===== config.mk =====
export PLATFORM = sky130hd
export DESIGN_NAME = round_judge_flat
export DESIGN_NICKNAME = d
export VERILOG_FILES = /design/src/rtl/rps_pkg.sv /design/src/rtl/round_judge_if.sv /design/src/rtl/rps_referee.sv /design/src/rtl/round_judge.sv /design/src/flat_wrapper.sv
export SDC_FILE = /design/constraint.sdc
export NUM_CORES = 1
export LEC_CHECK = 0
export CORE_ASPECT_RATIO = 0.75
export CORE_UTILIZATION = 40
export CTS_CLUSTER_DIAMETER = 200
export DETAILED_ROUTE_END_ITERATION = 7
export PLACE_DENSITY_LB_ADDON = 0.1
export SLEW_MARGIN = 30
export SYNTH_ARGS = -nofsm -noshare
export SYNTH_HDL_FRONTEND = slang
export SYNTH_SLANG_ARGS = --single-unit

===== constraint.sdc =====
create_clock -name clock -period 5.7 [get_ports clock]
set_input_delay 0.855 -clock clock [delete_from_list [all_inputs] [get_ports clock]]
set_output_delay 0.855 -clock clock [all_outputs]
set_load 0.02 [all_outputs]

===== src/rtl/rps_pkg.sv =====
// Shared definitions for the rock-paper-scissors round controller:
// move encodings, outcome codes, controller states and the "who beats whom" rule.
package rps_pkg;

    localparam logic [1:0] MV_ROCK    = 2'b00;
    localparam logic [1:0] MV_SCISSOR = 2'b01;
    localparam logic [1:0] MV_PAPER   = 2'b10;
    localparam logic [1:0] MV_ILLEGAL = 2'b11;

    typedef enum logic [1:0] {
        OUT_DRAW   = 2'b00,
        OUT_PLAYER = 2'b01,
        OUT_AI     = 2'b10
    } outcome_t;

    typedef enum logic [2:0] {
        ST_IDLE    = 3'd0,
        ST_WAIT_AI = 3'd1,
        ST_JUDGE   = 3'd2,
        ST_REPORT  = 3'd3,
        ST_OVER    = 3'd4
    } state_t;

    // True when move a defeats move b: rock>scissor, scissor>paper, paper>rock.
    function automatic logic beats(input logic [1:0] a, input logic [1:0] b);
        beats = ((a == MV_ROCK)    && (b == MV_SCISSOR)) ||
                ((a == MV_SCISSOR) && (b == MV_PAPER))   ||
                ((a == MV_PAPER)   && (b == MV_ROCK));
    endfunction

endpackage


===== src/rtl/round_judge_if.sv =====
// Bundle of player-side, AI-handshake and scoreboard signals around round_judge.
// The master modport is the judge itself; the slave modport is its surroundings
// (top-level switches/keys, AI predictor and display logic).
interface round_judge_if #(
    parameter int SCORE_W = 8
);

    logic               commit;
    logic               new_game;
    logic [1:0]         player_move;
    logic               ai_req;
    logic [1:0]         ai_choice;
    logic               ai_valid;
    logic [3:0]         combination;
    logic               comb_valid;
    logic [1:0]         outcome;
    logic [SCORE_W-1:0] player_score;
    logic [SCORE_W-1:0] ai_score;
    logic [SCORE_W-1:0] draw_count;
    logic [SCORE_W-1:0] round_count;
    logic               illegal_move;
    logic               ai_timeout;
    logic               game_over;

    modport master (
        input  commit, new_game, player_move, ai_choice, ai_valid,
        output ai_req, combination, comb_valid, outcome,
               player_score, ai_score, draw_count, round_count,
               illegal_move, ai_timeout, game_over
    );

    modport slave (
        output commit, new_game, player_move, ai_choice, ai_valid,
        input  ai_req, combination, comb_valid, outcome,
               player_score, ai_score, draw_count, round_count,
               illegal_move, ai_timeout, game_over
    );

endinterface


===== src/rtl/rps_referee.sv =====
// Combinational referee: decides a round from the player's and the AI's move.
// Kept separate so the display logic can reuse the same decision.
module rps_referee
    import rps_pkg::*;
(
    input  logic [1:0] i_playerMove,
    input  logic [1:0] i_aiMove,
    output outcome_t   o_outcome
);

    // Equal moves draw, a beating player move wins, everything else goes to the AI.
    always_comb begin
        o_outcome = OUT_AI;
        if (i_playerMove == i_aiMove) begin
            o_outcome = OUT_DRAW;
        end else if (beats(i_playerMove, i_aiMove)) begin
            o_outcome = OUT_PLAYER;
        end
    end

endmodule


===== src/rtl/round_judge.sv =====
// Round controller: captures a committed player move, fetches the AI move over a
// req/valid handshake (with a fallback on timeout), judges the round, keeps the
// saturating score counters and reports the {ai, player} combination to the learner.
module round_judge
    import rps_pkg::*;
#(
    parameter int SCORE_W    = 8,
    parameter int TARGET     = 10,
    parameter int AI_TIMEOUT = 16
) (
    input logic           clock,
    input logic           reset,
    round_judge_if.master bus
);

    localparam int TIMER_W = (AI_TIMEOUT > 2) ? $clog2(AI_TIMEOUT) : 1;

    state_t             r_state;
    state_t             w_nextState;
    logic               r_commitQ;
    logic [1:0]         r_pMv;
    logic [1:0]         r_aMv;
    logic [TIMER_W-1:0] r_timer;
    logic [SCORE_W-1:0] r_playerScore;
    logic [SCORE_W-1:0] r_aiScore;
    logic [SCORE_W-1:0] r_drawCount;
    logic [SCORE_W-1:0] r_roundCount;
    outcome_t           r_outcome;
    logic [3:0]         r_combination;
    logic               r_aiReq;
    logic               r_combValid;
    logic               r_illegal;
    logic               r_aiTimeout;

    logic               w_rise;
    logic               w_legalRise;
    logic               w_illegalRise;
    logic               w_aiAccept;
    logic               w_timedOut;
    logic               w_targetHit;
    outcome_t           w_judged;

    function automatic logic [SCORE_W-1:0] satInc(input logic [SCORE_W-1:0] v);
        satInc = (&v) ? v : v + 1'b1;
    endfunction

    assign w_rise        = bus.commit & ~r_commitQ;
    assign w_legalRise   = (r_state == ST_IDLE) && w_rise && (bus.player_move != MV_ILLEGAL);
    assign w_illegalRise = (r_state == ST_IDLE) && w_rise && (bus.player_move == MV_ILLEGAL);
    assign w_aiAccept    = (r_state == ST_WAIT_AI) && bus.ai_valid && (bus.ai_choice != MV_ILLEGAL);
    assign w_timedOut    = (r_state == ST_WAIT_AI) && !w_aiAccept &&
                           (r_timer == TIMER_W'(AI_TIMEOUT - 1));
    assign w_targetHit   = (r_playerScore == SCORE_W'(TARGET)) || (r_aiScore == SCORE_W'(TARGET));

    rps_referee u_referee (
        .i_playerMove (r_pMv),
        .i_aiMove     (r_aMv),
        .o_outcome    (w_judged)
    );

    // Previous commit level, so a level held high only ever starts one round.
    always_ff @(posedge clock) begin
        if (reset) begin
            r_commitQ <= 1'b0;
        end else begin
            r_commitQ <= bus.commit;
        end
    end

    // State register.
    always_ff @(posedge clock) begin
        if (reset) begin
            r_state <= ST_IDLE;
        end else begin
            r_state <= w_nextState;
        end
    end

    // Next-state logic; new_game aborts whatever is in flight and restarts in IDLE.
    always_comb begin
        w_nextState = r_state;
        if (bus.new_game) begin
            w_nextState = ST_IDLE;
        end else begin
            unique case (r_state)
                ST_IDLE:    if (w_legalRise) w_nextState = ST_WAIT_AI;
                ST_WAIT_AI: if (w_aiAccept || w_timedOut) w_nextState = ST_JUDGE;
                ST_JUDGE:   w_nextState = ST_REPORT;
                ST_REPORT:  w_nextState = w_targetHit ? ST_OVER : ST_IDLE;
                ST_OVER:    w_nextState = ST_OVER;
                default:    w_nextState = ST_IDLE;
            endcase
        end
    end

    // Move latches and the AI wait timer; a timeout substitutes rock for the AI.
    always_ff @(posedge clock) begin
        if (reset) begin
            r_pMv   <= MV_ROCK;
            r_aMv   <= MV_ROCK;
            r_timer <= '0;
        end else begin
            if (w_legalRise && !bus.new_game) begin
                r_pMv   <= bus.player_move;
                r_timer <= '0;
            end else if (r_state == ST_WAIT_AI) begin
                r_timer <= r_timer + 1'b1;
            end
            if (w_aiAccept) begin
                r_aMv <= bus.ai_choice;
            end else if (w_timedOut) begin
                r_aMv <= MV_ROCK;
            end
        end
    end

    // One-cycle event pulses; none of them survive a same-cycle new_game.
    always_ff @(posedge clock) begin
        if (reset) begin
            r_aiReq     <= 1'b0;
            r_illegal   <= 1'b0;
            r_aiTimeout <= 1'b0;
            r_combValid <= 1'b0;
        end else begin
            r_aiReq     <= w_legalRise && !bus.new_game;
            r_illegal   <= w_illegalRise && !bus.new_game;
            r_aiTimeout <= w_timedOut && !bus.new_game;
            r_combValid <= (r_state == ST_JUDGE) && !bus.new_game;
        end
    end

    // Scoreboard: updated on leaving JUDGE so it lines up with comb_valid in REPORT.
    always_ff @(posedge clock) begin
        if (reset || bus.new_game) begin
            r_playerScore <= '0;
            r_aiScore     <= '0;
            r_drawCount   <= '0;
            r_roundCount  <= '0;
            r_outcome     <= OUT_DRAW;
            r_combination <= 4'b0000;
        end else if (r_state == ST_JUDGE) begin
            r_roundCount  <= satInc(r_roundCount);
            r_outcome     <= w_judged;
            r_combination <= {r_aMv, r_pMv};
            unique case (w_judged)
                OUT_PLAYER: r_playerScore <= satInc(r_playerScore);
                OUT_AI:     r_aiScore     <= satInc(r_aiScore);
                default:    r_drawCount   <= satInc(r_drawCount);
            endcase
        end
    end

    assign bus.ai_req       = r_aiReq;
    assign bus.illegal_move = r_illegal;
    assign bus.ai_timeout   = r_aiTimeout;
    assign bus.comb_valid   = r_combValid;
    assign bus.combination  = r_combination;
    assign bus.outcome      = r_outcome;
    assign bus.player_score = r_playerScore;
    assign bus.ai_score     = r_aiScore;
    assign bus.draw_count   = r_drawCount;
    assign bus.round_count  = r_roundCount;
    assign bus.game_over    = (r_state == ST_OVER);

endmodule


===== src/flat_wrapper.sv =====
// flat-port wrapper written by rule: the top's interface ports become plain ports
module round_judge_flat import rps_pkg::*;
#(
    parameter int SCORE_W    = 8,
    parameter int TARGET     = 10,
    parameter int AI_TIMEOUT = 16
)
  (clock, reset, bus_commit, bus_new_game, bus_player_move, bus_ai_choice, bus_ai_valid, bus_ai_req, bus_combination, bus_comb_valid, bus_outcome, bus_player_score, bus_ai_score, bus_draw_count, bus_round_count, bus_illegal_move, bus_ai_timeout, bus_game_over);
  round_judge_if #(.SCORE_W(SCORE_W)) bus_i ();
  input logic clock;
  input logic reset;
  input wire logic [$bits(bus_i.commit)-1:0] bus_commit;
  input wire logic [$bits(bus_i.new_game)-1:0] bus_new_game;
  input wire logic [$bits(bus_i.player_move)-1:0] bus_player_move;
  input wire logic [$bits(bus_i.ai_choice)-1:0] bus_ai_choice;
  input wire logic [$bits(bus_i.ai_valid)-1:0] bus_ai_valid;
  output wire logic [$bits(bus_i.ai_req)-1:0] bus_ai_req;
  output wire logic [$bits(bus_i.combination)-1:0] bus_combination;
  output wire logic [$bits(bus_i.comb_valid)-1:0] bus_comb_valid;
  output wire logic [$bits(bus_i.outcome)-1:0] bus_outcome;
  output wire logic [$bits(bus_i.player_score)-1:0] bus_player_score;
  output wire logic [$bits(bus_i.ai_score)-1:0] bus_ai_score;
  output wire logic [$bits(bus_i.draw_count)-1:0] bus_draw_count;
  output wire logic [$bits(bus_i.round_count)-1:0] bus_round_count;
  output wire logic [$bits(bus_i.illegal_move)-1:0] bus_illegal_move;
  output wire logic [$bits(bus_i.ai_timeout)-1:0] bus_ai_timeout;
  output wire logic [$bits(bus_i.game_over)-1:0] bus_game_over;
  assign bus_i.commit = bus_commit;
  assign bus_i.new_game = bus_new_game;
  assign bus_i.player_move = bus_player_move;
  assign bus_i.ai_choice = bus_ai_choice;
  assign bus_i.ai_valid = bus_ai_valid;
  assign bus_ai_req = bus_i.ai_req;
  assign bus_combination = bus_i.combination;
  assign bus_comb_valid = bus_i.comb_valid;
  assign bus_outcome = bus_i.outcome;
  assign bus_player_score = bus_i.player_score;
  assign bus_ai_score = bus_i.ai_score;
  assign bus_draw_count = bus_i.draw_count;
  assign bus_round_count = bus_i.round_count;
  assign bus_illegal_move = bus_i.illegal_move;
  assign bus_ai_timeout = bus_i.ai_timeout;
  assign bus_game_over = bus_i.game_over;
  round_judge #(.SCORE_W(SCORE_W), .TARGET(TARGET), .AI_TIMEOUT(AI_TIMEOUT)) u_core (.clock(clock), .reset(reset), .bus(bus_i));
endmodule

Word level (Yosys, flattened, before mapping)
Cells that the tools add are included.
Word-level totals
  register bits after elaboration: 54
  input port bits: 9
  output and inout port bits: 43
  word-level logic and storage cells: 91
Cells by class
  $add $sub $neg: 5
  equal/unequal tests: 19
  mux-type cells: 8
  bitwise gates (word level): 7
  reductions and logical operators: 37
Operator list (number)
  8-bit by 1-bit adder with 8-bit output, second input constant: 4
  8-bit AND reduction: 4
  8-bit by 4-bit equality test with 1-bit output, second input constant: 2
  3-bit case mux with 5 select lines: 1
  1-bit logical AND: 14
  3-bit 2-to-1 mux: 3
  3-bit AND reduction: 3
  2-bit equality test, second input constant: 4
  2-bit 2-to-1 mux: 4
  2-bit by 1-bit equality test with 1-bit output, second input constant: 3
  3-bit by 2-bit equality test with 1-bit output, second input constant: 2
  2-bit inequality test, second input constant: 3
  1-bit NOT: 6
  2-bit OR reduction: 3
  1-bit logical OR: 5
  4-bit by 1-bit adder with 4-bit output, second input constant: 1
  4-bit equality test, second input constant: 1
  2-bit zero test: 2
  2-bit AND reduction: 2
  3-bit by 1-bit equality test with 1-bit output, second input constant: 1
  3-bit equality test, second input constant: 1
  3-bit zero test: 1
  2-bit equality test: 1
  1-bit zero test: 2
  other kinds (3): 3

Depth between registers and ports, before layout
Gate-level depths: netlist (run 1).
  depth after elaboration: 10
  gate-level depth with buffers: 8
  mapped depth without buffers: 7

Cells and area by module
From an unflattened synthesis (run 1), not the netlist that was laid out.
Second synthesis, totals
  cell total of the unflattened synthesis: 284
  area total of the unflattened synthesis: 2572.5 um2
By module, submodules not included
  round_judge: instances 1, cells an instance 276, area an instance 2517.4 um2, sequential area each 1081.0 um2
  rps_referee: instances 1, cells an instance 8, area an instance 55.1 um2, sequential area each 0.0 um2

Worst setup path after synthesis (run 1)
OpenSTA, ideal clock, no wires.
  kind: register to register
  start point: register u_core.r_state[0]
  end point: register u_core.r_playerScore[5], in the netlist u_core.bus.player_score[5]
  setup time: 116 ps
  data arrival time: 1827 ps
  data required time: 5584 ps
  slack: 3757 ps
  stages on the path, launching flop included: 9
  buffers on the path: 3
  clock period less this slack: 1943 ps
  path through: dfxtp_1 buf_6 or3b_1 buf_6 a21o_1 buf_6 nor4_4 a31oi_1 a41o_1
On the way
  longest elaborated chain between the ends: 2
Ends and longest elaborated chain
  start, declared: line round_judge.sv:18  | state_t r_state;
  start signal, assigned: line round_judge.sv:75  | r_state <= w_nextState;
  3-bit by 2-bit equality test with 1-bit output: line round_judge.sv:141  | end else if (r_state == ST_JUDGE) begin
  3-bit AND reduction (no source line)
  end signal, assigned: line round_judge.sv:146  | OUT_PLAYER: r_playerScore <= satInc(r_playerScore);
  end, declared: line round_judge.sv:24  | logic [SCORE_W-1:0] r_playerScore;
Every way passes these cells.
A chain may end at the register's enable or synchronous reset.

Final worst setup path (run 1)
  start point: register u_core.r_state[2]
  end point: output bus_game_over
On the way
  longest elaborated chain between the ends: 1
Ends and longest elaborated chain
  3-bit equality test: line round_judge.sv:163  | assign bus.game_over = (r_state == ST_OVER);
  end, declared: line flat_wrapper.sv:27  | output wire logic [$bits(bus_i.game_over)-1:0] bus_game_over;
Every way passes these cells.

==> results of run 1 <==
## metrics by stage
step                      cells  utilization, %  cell area, um2  setup slack (ps)  hold slack, ps
final                       415            53.0            3180              3090             468
after global routing        415            53.0            3180              3010             503
after CTS                   415            53.0            3180              3080             477
after detailed placement    407            51.5            3090              3010             462
after global placement      407            51.5            3090              3100             462
after floorplan             292               -            2560              3760             480
## worst min-delay path by stage
stage,endpoint,start,cells after the start
floorplan,u_core.r_timer[3],u_core.r_timer[3],2
global placement,u_core.bus.combination[0],u_core.bus.combination[0],2
detailed placement,u_core.bus.combination[1],u_core.bus.combination[1],2
CTS,u_core.bus.combination[1],u_core.bus.combination[1],2
global route,u_core.bus.outcome[1],u_core.bus.outcome[1],2
finish,u_core.bus.outcome[1],u_core.bus.outcome[1],2
## synthesized netlist by cell type (4+ instances only)
master	instances
nor2b_1	4
xnor2_1	16
nor4_1	5
nor3_1	6
a31oi_1	5
and4_1	4
nand4_1	6
dfxtp_1	54
a21oi_1	18
inv_1	7
nand2_1	27
clkbuf_1	10
nand3_1	16
mux2i_1	6
a211oi_1	6
ha_1	7
xor2_1	6
nor2_1	46
## cell families after synthesis
logic type | share of synthesized area (%)
xor+xnor | 7.52
mux | 2.34
buf+inv | 4.10
flops | 42.2
compound gates | 12.7
simple gates | 27.7
fa+ha+maj | 3.42
## cell usage in the layout (no fill, tap or decap), drive strengths merged, types with 6 or more instances in the layout
| master | instances |
|---|---|
| mux2i | 6 |
| clkdlybuf4s50 | 51 |
| a21oi | 19 |
| nand3 | 16 |
| nand4 | 6 |
| nor4 | 7 |
| dfxtp | 54 |
| nor2 | 46 |
| ha | 7 |
| nor3 | 8 |
| nand2 | 27 |
| inv | 7 |
| xnor2 | 16 |
| a211oi | 6 |
| xor2 | 6 |
## power by group
part | switching, uW | internal [uW] | total (uW)
Clock | 129 | 86.6 | 216
Sequential | 2.92 | 379 | 382
Combinational | 18.5 | 12.6 | 31.1
## flip-flops by register name, summed over array words and instances, names as in the netlist
signal,cells
u_core.bus.illegal_move,1
u_core.bus.combination,4
u_core.bus.round_count,8
u_core.r_timer,4
u_core.bus.ai_score,8
u_core.bus.comb_valid,1
u_core.r_state,3
u_core.bus.outcome,2
u_core.r_commitQ,1
u_core.r_pMv,2
u_core.bus.ai_req,1
u_core.bus.player_score,8
u_core.bus.ai_timeout,1
u_core.r_aMv,2
u_core.bus.draw_count,8
## layer usage
metal / up-vias / wire (um) / GRT usage (%)
met3: 5 / 263 / 3.93
met2: 47 / 2390 / 26.4
met1: 1042 / 3030 / 26.0
li1: 1121 / - / -
met5: - / 0 / 0
met4: 0 / 50 / 7.35
## layout make-up
cell class	instances	area (um2)	share of cell area (%)
multi-input cells	217	1380	43.3
flip-flops and latches	54	1080	34.0
repair buffers	51	510	16.0
well taps	78	97.6	3.07
clock buffers	5	68.8	2.16
inverters	7	26.3	0.826
clock inverters	3	21.3	0.669
## worst reg2reg max path, cell delays in order (launching register included)
cell and delay (ps):
dfxtp_1 500, or3b_1 570, a21o_1 400, nor4_4 410, a31oi_1 130, a41o_1 220
==> flow_metrics.py, run 1 <==
metrics = {
    "synth": {
        "yosys-top-cells-area": "dfxtp_1, nor2_1, xnor2_1",
        "synth_fp_nets": 308,
        "synth_top_area_share_pct": 42.2,
        "yosys_register_bits": 54,
        "synth.distinct_cells": 45,
        "synth.largest_area_cell": "dfxtp_1",
        "seq_area_frac_synth_pct": 42.2,
        "yosys_most_used_dff": "dfxtp_1",
        "synth-edff-count": 0,
        "netlist_instances": 292,
        "postSynthAreaPerCell_um2": 8.78,
        "netlist_area_mm2": 0.00256,
        "async_flop_share_pct": 0,
        "yosysWarnings": 0,
    },
    "worst_setup_path": {
        "critPathSlowestCell": "clkdlybuf4s50_1",
        "crit_path_end": "bus_game_over",
        "ff2ff_path_depth": 5,
        "worstPathArrival_ps": 1750,
        "cp_num_cells": 2,
        "critical_path.top_delay_family": "buffers and inverters",
        "rrSetupSlack_ps": 3360,
        "cp_cell_sequence": "nor3b_1 -> clkdlybuf4s50_1",
        "crit_fanout": 7,
        "rr_startpoint": "u_core.r_state[1]",
        "path_buf_inv": 1,
        "cpPeakStageDelay_ps": 660,
        "end_kind": "output pin",
        "startpoint": "u_core.r_state[2]",
        "rr_endpoint": "u_core.bus.ai_score[5]",
        "crit_required_ps": 4850,
        "cp-start-kind": "register",
        "critPathKind": "register to output pin",
    },
    "clocking": {
        "insertion_delay_ps": 310,
        "root_buffer": "clkbuf_8",
        "path_clk_slew_ps": 100,
        "h-tree-depth": 2,
        "cts_buffer_depth": 2,
        "post_cts_resized": 0,
        "postCtsHoldBufs": 0,
        "numCtsBuffers": 5,
        "cts.sink_count": 54,
        "postCtsSetupRepairBufs": 0,
        "cts_tree": "yes",
    },
    "detailed_routing": {
        "drc": 0,
        "drt-initial-drc-count": 69,
        "wl_um": 5740,
        "wire_per_inst_um": 13.8,
        "viasPerCell": 5.34,
        "ant_nets": 0,
        "firstDrtPassIters": 4,
        "vias": 2215,
    },
    "place": {
        "gp_congestion": 0.778,
        "detailed_place_hpwl_um": 4020,
        "port_buffers": 51,
    },
    "finish": {
        "antenna-diode-count": 0,
        "layout-drive-gt1-share_pct": 5.64,
        "final_nets": 352,
        "fillers": 574,
        "area_delta_synth_final_pct": 24.2,
    },
    "sta": {
        "finalCriticalPeriod_ps": 2610,
        "drv_slew": 0,
        "slew_headroom_pct": 44.2,
        "clock_skew_ps": 12.0,
        "rsz0062_at_grt": "no",
        "worst_pin_slew_ps": 830,
        "setup_violations": 0,
        "finalCritPeriodShare_pct": 45.8,
        "setup_tns_ps": 0,
        "fmaxAchievable_mhz": 383,
        "finalHoldViolations": 0,
    },
    "floorplanning": {
        "core_area_mm2": 0.00601,
        "ioPinCount": 52,
        "rows": 24,
        "die_x_um": 94.4,
        "start_util_pct": 42.7,
        "fp.dieH_um": 71.3,
        "die_area_mm2": 0.00673,
    },
    "global_route": {
        "antenna_found_initial": 0,
        "grt_max_degree": 40,
        "grt_pass1_vias": 2023,
        "grt_pass1_wl_um": 9580,
        "grt_overflow": 0,
        "grt_use_total_pct": 18.2,
    },
    "hold_path": {
        "hold_path_class": "register to register",
    },
    "flow_run": {
        "cap_violations": 0,
    },
    "pwr": {
        "vdd_drop_max_mv": 0.0799,
        "power_density_mw_per_mm2": 198,
        "finalPower_uw": 629,
        "leakage_uw": 0.00103,
    },
    "status": {
        "status": "complete, no violations",
    },
}
No activity file was read; power rests on OpenSTA's default activity.
==> run 2, diff against run 1 <==
clock period = 2.1 ns   (was 5.7 ns; I/O delays follow)
==> flow_metrics.py, run 2 (same netlist as run 1, synthesis figures left out) <==
metrics = {
    "status": {
        "status": "complete, no violations",
    },
    "clocking": {
        "postCtsSetupRepairBufs": 0,
        "h-tree-depth": 2,
        "cts.sink_count": 54,
        "insertion_delay_ps": 310,
        "path_clk_slew_ps": 90,
        "cts_buffer_depth": 2,
        "postCtsHoldBufs": 0,
        "cts_tree": "yes",
        "numCtsBuffers": 5,
        "root_buffer": "clkbuf_8",
    },
    "detailed_routing": {
        "wire_per_inst_um": 13.4,
        "drc": 0,
        "ant_nets": 0,
        "drt-initial-drc-count": 97,
        "wl_um": 5760,
        "wl_met2_um": 2360,
        "met1_length_um": 3110,
        "viasPerCell": 5.30,
        "route.met3.wl_um": 229,
        "firstDrtPassIters": 4,
        "top_layer": "met4",
        "vias": 2280,
    },
    "place": {
        "detailed_place_hpwl_um": 4210,
        "port_buffers": 51,
        "gp_congestion": 0.795,
    },
    "floorplanning": {
        "start_util_pct": 42.7,
        "fp.dieH_um": 71.3,
        "core_area_mm2": 0.00601,
        "ioPinCount": 52,
        "die_area_mm2": 0.00673,
        "rows": 24,
        "die_x_um": 94.4,
    },
    "worst_setup_path": {
        "cp_cell_sequence": "or3b_1 -> buf_4 -> a21oi_1 -> nand2_1 -> o41ai_1 -> nor2_1",
        "end_kind": "register",
        "crit_required_ps": 2290,
        "cpPeakStageDelay_ps": 440,
        "crit_fanout": 9,
        "path_buf_inv": 1,
        "cp-start-kind": "register",
        "critPathSlowestCell": "o41ai_1",
        "worstPathArrival_ps": 2110,
        "critPathKind": "register to register",
        "critical_path.top_delay_family": "compound AO/OA/AOI/OAI gates",
    },
    "finish": {
        "antenna-diode-count": 0,
        "post-route-util_pct": 54.9,
        "area_delta_synth_final_pct": 28.6,
        "final_nets": 367,
        "mostFrequentLayoutCell": "dfxtp_1",
        "final_cell_mix": "dfxtp_1, clkdlybuf4s50_1, nor2_1",
        "layout-drive-gt1-share_pct": 9.38,
    },
    "global_route": {
        "antenna_found_initial": 0,
        "grt_pass1_vias": 2018,
        "grt_max_degree": 23,
        "grt_pass1_wl_um": 9520,
        "grt_overflow": 0,
        "grt_use_total_pct": 18.1,
    },
    "pwr": {
        "leakage_uw": 0.00112,
        "vdd_drop_max_mv": 0.237,
        "finalPower_uw": 1740,
        "power_density_mw_per_mm2": 530,
    },
    "sta": {
        "clock_skew_ps": 6.35,
        "finalCriticalPeriod_ps": 1910,
        "rsz0062_at_grt": "no",
        "setup_tns_ps": 0,
        "fmaxAchievable_mhz": 523,
        "slew_headroom_pct": 49.6,
        "finalCritPeriodShare_pct": 91.1,
        "worst_pin_slew_ps": 750,
        "setup_violations": 0,
        "finalHoldViolations": 0,
        "drv_slew": 0,
    },
    "flow_run": {
        "cap_violations": 0,
    },
    "hold_path": {
        "hold_path_class": "register to register",
    },
}
==> run 2: final timing paths <==
| path | from | end | slack (ps) | cells after the start |
|---|---|---|---|---|
| hold reg to reg | u_core.bus.outcome[1] | u_core.bus.outcome[1] | 470 | 2 |
| hold / removal | u_core.bus.outcome[1] | u_core.bus.outcome[1] | 470 | 2 |
| setup / recovery | u_core.r_state[2] | u_core.bus.ai_score[6] | 190 | 6 |
| setup reg to reg | u_core.r_state[2] | u_core.bus.ai_score[6] | 190 | 6 |
==> run 2: worst min-delay path: cells and delay by family (launching register included) <==
kind | cells | cell delay, ps
AND/OR/NAND/NOR | 1 | 50
flip-flops | 1 | 330
AO/OA/AOI/OAI | 1 | 50
==> run 2: what timing repair did <==
item	4_1_cts	5_1_grt
gates resized for setup	1	0
setup endpoints to repair	1	0
endpoints found under the hold margin	0	0
==> run 2: report_power, final <==
part	internal, uW	switching [uW]	leakage [uW]
registers	1030	5.81	0.000435
logic	46.1	56.4	0.000636
clock network	267	340	0.0000482
==> run 2: metal layers <==
layer	global-route usage (%)	vias to the layer above
met5	0	-
met3	4.14	7
li1	-	1150
met4	6.15	0
met2	26.1	41
met1	26.3	1082
==> run 2: per-stage QoR <==
stage / cells / instance area [um2] / hold slack, ps / setup WS (ps)
after floorplan: 292 / 2560 / 387 / 157
after global placement: 422 / 3200 / 463 / 232
after detailed placement: 422 / 3200 / 458 / 221
after CTS: 430 / 3290 / 474 / 204
after global routing: 430 / 3290 / 489 / 69.4
final: 430 / 3290 / 468 / 187
==> run 2: area by class of cell <==
cell class	instances	area, um2
clock buffer	7	86.3
tap	78	97.6
fill	581	2710
sequential	54	1080
clock inverter	1	5.00
inverter	7	26.3
multi-input combinational	217	1380
timing repair buffer	66	622
==> run 3, diff against run 2 <==
CORE_ASPECT_RATIO = 1.1   (was 0.75)
PLACE_DENSITY = 0.67   (was unset)
PLACE_DENSITY_LB_ADDON = unset   (was 0.1)
==> flow_metrics.py, run 3 (same netlist as run 1, synthesis figures left out) <==
metrics = {
    "finish": {
        "instances_no_fill": 428,
        "layout-drive-gt1-share_pct": 8.91,
        "ff_latch_area_mm2": 0.00108,
        "antenna-diode-count": 0,
        "fillers": 599,
        "post-route-util_pct": 53.3,
        "mostFrequentLayoutCell": "dfxtp_1",
        "multi_input_area_mm2": 0.00138,
        "area_delta_synth_final_pct": 28.7,
        "final_nets": 363,
        "final_cell_mix": "dfxtp_1, clkdlybuf4s50_1, nor2_1",
        "stdcell_area_mm2": 0.00330,
    },
    "detailed_routing": {
        "drc": 0,
        "firstDrtPassIters": 4,
        "route.met3.wl_um": 226,
        "met1_length_um": 2440,
        "viasPerCell": 5.23,
        "ant_nets": 0,
        "drt-initial-drc-count": 89,
        "top_layer": "met4",
        "wl_um": 5440,
        "wire_per_inst_um": 12.7,
        "wl_met2_um": 2670,
        "vias": 2238,
    },
    "place": {
        "port_buffers": 51,
        "dpl_worst_slack_ps": 211,
        "detailed_place_hpwl_um": 4010,
        "place_inst": 420,
        "gp_congestion": 0.807,
        "placed_area_mm2": 0.00318,
    },
    "pwr": {
        "clockPowerShare_pct": 38.5,
        "power_density_mw_per_mm2": 558,
        "swShare_pct": 22.0,
        "vdd_drop_max_mv": 0.344,
        "p_comb_share_pct": 5.3,
        "p_sw_uw": 405,
        "p_seq_share_pct": 56.2,
        "leakage_uw": 0.00111,
        "p_int_uw": 1440,
    },
    "hold_path": {
        "hold_path_class": "register to register",
        "min-delay-start": "u_core.bus.combination[3]",
    },
    "status": {
        "status": "complete, no violations",
    },
    "clocking": {
        "postCtsSetupRepairBufs": 0,
        "cts.sink_count": 54,
        "numCtsBuffers": 5,
        "root_buffer": "clkbuf_8",
        "cts_tree": "yes",
        "postCtsHoldBufs": 0,
        "insertion_delay_ps": 310,
        "path_clk_slew_ps": 90,
        "cts_buffer_depth": 2,
        "post_cts_resized": 0,
        "h-tree-depth": 2,
    },
    "sta": {
        "drv_slew": 0,
        "finalCritPeriodShare_pct": 93.2,
        "setup_violations": 0,
        "clock_skew_ps": 11.1,
        "worst_pin_slew_ps": 677,
        "rsz0062_at_grt": "no",
        "finalCriticalPeriod_ps": 1960,
        "fmaxAchievable_mhz": 511,
        "setup_tns_ps": 0,
        "slew_headroom_pct": 54.5,
        "finalHoldViolations": 0,
        "fin_ws_ps": 143,
    },
    "floorplanning": {
        "fp.dieH_um": 85.9,
        "core_area_mm2": 0.00619,
        "die_x_um": 78.3,
        "die_area_mm2": 0.00673,
        "ioPinCount": 52,
        "rows": 30,
        "start_util_pct": 41.4,
    },
    "worst_setup_path": {
        "rrSetupSlack_ps": 190,
        "worstPathArrival_ps": 1640,
        "crit_fanout": 7,
        "cp-start-kind": "register",
        "rr_startpoint": "u_core.r_state[2]",
        "end_kind": "output pin",
        "critPathKind": "register to output pin",
        "crit_required_ps": 1780,
        "startpoint": "u_core.r_state[2]",
    },
    "global_route": {
        "grt_overflow": 0,
        "grt_use_total_pct": 17.2,
        "grt_max_degree": 24,
        "antenna_found_initial": 0,
        "grt_pass1_wl_um": 9290,
        "grt_pass1_vias": 2056,
    },
    "flow_run": {
        "cap_violations": 0,
    },
}
==> run 3: cell types whose count changed in the layout (fill, tap and decap cells not counted), sizes merged <==
cell	change
clkdlybuf4s50	+1
clkbuf	-2
dlygate4sd2	-1
buf	-4
inv	+1
bufinv	+1
==> run 3: critical path: stages (launching register included) <==
cell             delay, ps
dfxtp_1                470
nor3b_2                240
clkdlybuf4s50_1        630
==> run 3: layout make-up <==
cell class | instances | share of cell area (%)
Tap cell | 80 | 3.03
Inverter | 7 | 0.797
Sequential cell | 54 | 32.8
Clock inverter | 3 | 1.44
Clock buffer | 5 | 2.09
Timing Repair Buffer | 62 | 18.0
Multi-Input combinational cell | 217 | 41.9
==> run 3: power groups by stage <==
| stage | clock network [uW] | logic (uW) | registers, uW |
|---|---|---|---|
| after floorplan | 0 | 54.1 | 1060 |
| after global placement | 0 | 98.0 | 1060 |
| after detailed placement | 0 | 98.3 | 1060 |
| after CTS | 734 | 98.7 | 1040 |
| after global routing | 777 | 108 | 1040 |
| final | 708 | 97.8 | 1040 |
==> run 3: through the flow <==
step	total power [uW]	hold WS [ps]
after global routing	1920	506
after floorplan	1110	387
final	1840	478
after CTS	1870	482
after global placement	1160	467
after detailed placement	1160	468
==> run 3: path summary, 6_finish.rpt <==
kind | end | cells after the start
max reg2reg | u_core.bus.ai_score[5] | 5
min | u_core.bus.combination[3] | 2
max | bus_game_over | 2
min reg2reg | u_core.bus.combination[3] | 2
==> run 3: per-layer routing <==
metal,vias up,GRT usage (%)
met2,48,29.4
met3,8,3.09
met5,-,0
li1,1141,-
met1,1041,21.5
met4,0,6.73
